[src/rtl/if_id_stage.sv]
// MIPS fetch stage and IF/ID pipeline register: PC, next-PC select, fetched-word latch.
// Define BRANCH_DELAY_SLOT_EN to let the delay-slot instruction through on a redirect.
module if_id_stage #(
  parameter int                     PC_WIDTH    = 32,
  parameter int                     INSTR_WIDTH = 32,
  parameter int                     IMM_WIDTH   = 16,
  parameter logic [PC_WIDTH-1:0]    RESET_PC    = '0
) (
  input  logic                   clk,
  input  logic                   rst_n,
  input  logic                   stall,
  input  logic                   flush,
  input  logic                   branchTaken,
  input  logic [PC_WIDTH-1:0]    branchTarget,
  input  logic                   jump,
  input  logic [25:0]            jumpIndex,
  output logic [PC_WIDTH-1:0]    imemAddr,
  input  logic [INSTR_WIDTH-1:0] imemData,
  output logic [INSTR_WIDTH-1:0] instr_id,
  output logic [PC_WIDTH-1:0]    pcPlus4_id,
  output logic                   valid_id,
  output logic [IMM_WIDTH-1:0]   immediate_id,
  output logic [4:0]             rs_id,
  output logic [4:0]             rt_id,
  output logic [4:0]             rd_id
);

  logic [PC_WIDTH-1:0]    pc_q, pc_d;
  logic [INSTR_WIDTH-1:0] instr_q, instr_d;
  logic [PC_WIDTH-1:0]    pcPlus4_q, pcPlus4_d;
  logic                   valid_q, valid_d;

  logic [PC_WIDTH-1:0]    pcPlus4;
  logic                   redirect;
  logic                   squash;
  logic                   unusedTargetLsbs;

  assign pcPlus4          = pc_q + PC_WIDTH'(4);
  assign redirect         = branchTaken | jump;
  assign unusedTargetLsbs = ^branchTarget[1:0];

`ifdef BRANCH_DELAY_SLOT_EN
  assign squash = flush;
`else
  assign squash = flush | redirect;
`endif

  // A redirect beats stall: whatever ID is holding is already wrong-path.
  always_comb begin
    pc_d = pcPlus4;
    if (branchTaken) begin
      pc_d = {branchTarget[PC_WIDTH-1:2], 2'b00};
    end else if (jump) begin
      pc_d = {pcPlus4[PC_WIDTH-1:28], jumpIndex, 2'b00};
    end else if (stall) begin
      pc_d = pc_q;
    end
  end

  always_comb begin
    instr_d   = instr_q;
    pcPlus4_d = pcPlus4_q;
    valid_d   = valid_q;
    if (squash) begin
      instr_d   = '0;
      pcPlus4_d = '0;
      valid_d   = 1'b0;
    end else if (!stall) begin
      instr_d   = imemData;
      pcPlus4_d = pcPlus4;
      valid_d   = 1'b1;
    end
  end

  always_ff @(posedge clk) begin
    if (!rst_n) begin
      pc_q      <= RESET_PC;
      instr_q   <= '0;
      pcPlus4_q <= '0;
      valid_q   <= 1'b0;
    end else begin
      pc_q      <= pc_d;
      instr_q   <= instr_d;
      pcPlus4_q <= pcPlus4_d;
      valid_q   <= valid_d;
    end
  end

  assign imemAddr     = pc_q;
  assign instr_id     = instr_q;
  assign pcPlus4_id   = pcPlus4_q;
  assign valid_id     = valid_q;
  assign immediate_id = instr_q[IMM_WIDTH-1:0];
  assign rs_id        = instr_q[25:21];
  assign rt_id        = instr_q[20:16];
  assign rd_id        = instr_q[15:11];

endmodule

[config.mk]
export PLATFORM = sky130hd
export DESIGN_NAME = if_id_stage
export DESIGN_NICKNAME = d
export VERILOG_FILES = /design/src/rtl/if_id_stage.sv
export SDC_FILE = /design/constraint.sdc
export NUM_CORES = 1
export LEC_CHECK = 0
export CELL_PAD_IN_SITES_DETAIL_PLACEMENT = 0
export CELL_PAD_IN_SITES_GLOBAL_PLACEMENT = 2
export CORE_AREA = 4 4 151 153
export DETAILED_ROUTE_END_ITERATION = 8
export DIE_AREA = 0 0 155 157
export PLACE_DENSITY_LB_ADDON = 0.2
export SYNTH_ARGS = -nofsm -noshare
export SYNTH_HDL_FRONTEND = slang
export SYNTH_SLANG_ARGS = --single-unit
[constraint.sdc]
create_clock -name clk -period 2.6 [get_ports clk]
set_input_delay 0.26 -clock clk [delete_from_list [all_inputs] [get_ports clk]]
set_output_delay 0.26 -clock clk [all_outputs]
set_load 0.1 [all_outputs]
==> out/metrics.yaml <==
cp.arrival_ns: 2.35
die_height_um: 157
synth_seq_cells: 93
wl_per_cell_um: 18.58
drive_gt1_frac: 0.2310
synthTopCellsByCount: "93 x dfxtp_1, 68 x nor2_1, 45 x o21ai_0, 41 x mux2i_1, 38 x nand2_1"
clock_skew_ns: 0.006484
num_rows: 54
max_freq_ghz: 0.4735
cts-resized-gates: 0
start_kind: "register"
gp_congestion: 0.8314
dp.cells: 1028
setup_tns_ns: 0
ys_warn_count: 0
crit_required_ns: 2.84
synth_area_leaders: "dfxtp_1 38%, mux2i_1 8.4%, buf_4 5.7%, nor2_1 5.2%, o21ai_0 4.6%"
grt.overflow.total: 0
power_density_nw_per_um2: 532.5
placed_area_um2: 6828
slew_headroom: 0.5609
ant_nets: 0
synth.largest_area_cell: "dfxtp_1"
grtUsageTotal: 0.1532
max-cap-violations: 0
fp.dieArea_um2: 24340
start_util: 0.2261
grt_pass1_vias: 4907
clk-insertion-delay-late_ns: 0.35
setup.worst_path.class: "reg -> reg"
first_pass_iters: 5
die_w_um: 155
antenna_found_initial: 1
power_leakage_nw: 2.952
synthToLayoutAreaGrowth_pct: 45.91
drt-total-wl_mm: 19.38
yosys.cell_types.count: 55
min_period_ns: 2.112
drv_slew: 0
cts-root-buf: "clkbuf_16"
min_period_over_period: 0.8123
coreArea_um2: 21550
synth_edf_count: 0
ir_drop_mv: 0.3315
hold_class: "reg -> reg"
clk_pin_slew_ns: 0.07
hold_viol: 0
status: "finished clean"
cts.sinks: 93
htreeDepth: 3
via_count: 4903
pin_count: 224
layout.nets: 856
fin_cells: 1043
syn_area_per_cell_um2: 8.359
cts_buffers: 9
synth-seq-area-share: 0.3820
synth.cell_area_um2: 4873
post_cts_buffers: 0
drt_iter0_drc: 244
clock_path_buffers: 2
max_slew.worst_pin.slew_ns: 0.6586
yosysMostFrequentCell: "dfxtp_1"
async_reset_ff_frac: 0
drc: 0
synth_ff_type: "dfxtp_1"
end_kind: "register"
grt_pass1_wl_mm: 28.71
crit_path_max_fanout: 10
io_buffer_count: 217
setup_viol: 0
rsz0062_at_grt: "no"
place_hpwl_mm: 14.65
grt_max_degree: 58
cts_tree: "built"
hold_buffers: 0
synth.top_cell.area_share: 0.3820
syn_inst: 583
route.detailed.vias_per_inst: 4.701
finalInstanceArea_um2: 7111
==> cells in the final DEF, fill, tap and decap left out, types with 7 or more instances in the layout <==
cell type,n
a21oi_1,37
a22oi_1,8
a31oi_1,7
and3_1,8
buf_4,150
clkbuf_16,9
clkdlybuf4s50_1,92
dfxtp_1,91
inv_1,8
mux2i_1,41
nand2_1,38
nand3_1,12
nand4_1,17
nor2_1,68
nor3_1,14
o21ai_0,45
xnor2_1,17
xor2_1,15
==> worst max-delay path, cell delays in order (launching register included) <==
cell and delay (ns):
dfxtp_2 0.42, ha_1 0.23, and3_1 0.23, nand4_1 0.15, buf_4 0.22, or4b_1 0.52
a21oi_1 0.16, nor3_1 0.06
==> per-stage QoR <==
stage          power, mW  worst slack (ns)  hold slack, ns    util
6_report           3.786            0.4880          0.4675  0.3299
5_1_grt            3.960            0.3321          0.4874  0.3298
4_1_cts            3.857            0.4931          0.4536  0.3298
3_5_place_dp       2.502            0.4321          0.4607  0.3168
3_3_place_gp       2.499            0.4676          0.4535  0.3168
2_1_floorplan      2.176          0.008678          0.3978       -
==> where the power goes <==
group	leakage (nW)	switching (mW)	internal, mW
clock network	0.134	0.588	0.737
logic	2.06	0.616	0.307
registers	0.758	0.0705	1.47
==> cells by family after synthesis <==
kind of cell               count (synthesis)  share of synthesized area
xor gates and xnor gates                  32                    0.05751
other                                      1                  0.0007695
muxes                                     41                    0.08421
DFF                                       93                     0.3820
AOI/OAI and AO/OA                        138                     0.1774
adders and majority gates                  1                   0.002567
and+or+nand+nor                          188                     0.1946
buffers and inverters                     89                     0.1009
==> state kept, by name (all words and copies together), names as in the netlist <==
| name | cells |
|---|---|
| pcPlus4_id | 30 |
| imemAddr | 30 |
| instr_id | 32 |
| valid_id | 1 |
==> metal layers <==
layer | global-route usage | wire [um] | up-vias
met4 | 0.05172 | 497 | 0
met5 | 0 | 0 | -
met2 | 0.2593 | 9569 | 159
met1 | 0.1865 | 8009 | 2334
li1 | - | - | 2384
met3 | 0.04509 | 1307 | 26
==> layout make-up <==
| cell class | count | area (um^2) |
|---|---|---|
| flip-flops and latches | 93 | 1864 |
| fillers | 2315 | 14440 |
| repair buffers | 243 | 2052 |
| inverters | 8 | 30.03 |
| clock inverters | 4 | 51.30 |
| multi-input cells | 404 | 2531 |
| diodes | 1 | 2.502 |
| well taps | 280 | 350.3 |
| clock buffers | 10 | 229.0 |
==> worst paths after layout <==
path | startpoint | end | slack (ns) | depth (start not counted)
max | imemAddr[2] | imemAddr[20] | 0.49 | 7
min | pcPlus4_id[24] | pcPlus4_id[24] | 0.47 | 2
max reg2reg | imemAddr[2] | imemAddr[20] | 0.49 | 7
min reg2reg | pcPlus4_id[24] | pcPlus4_id[24] | 0.47 | 2
No activity file was read; power rests on OpenSTA's default activity.
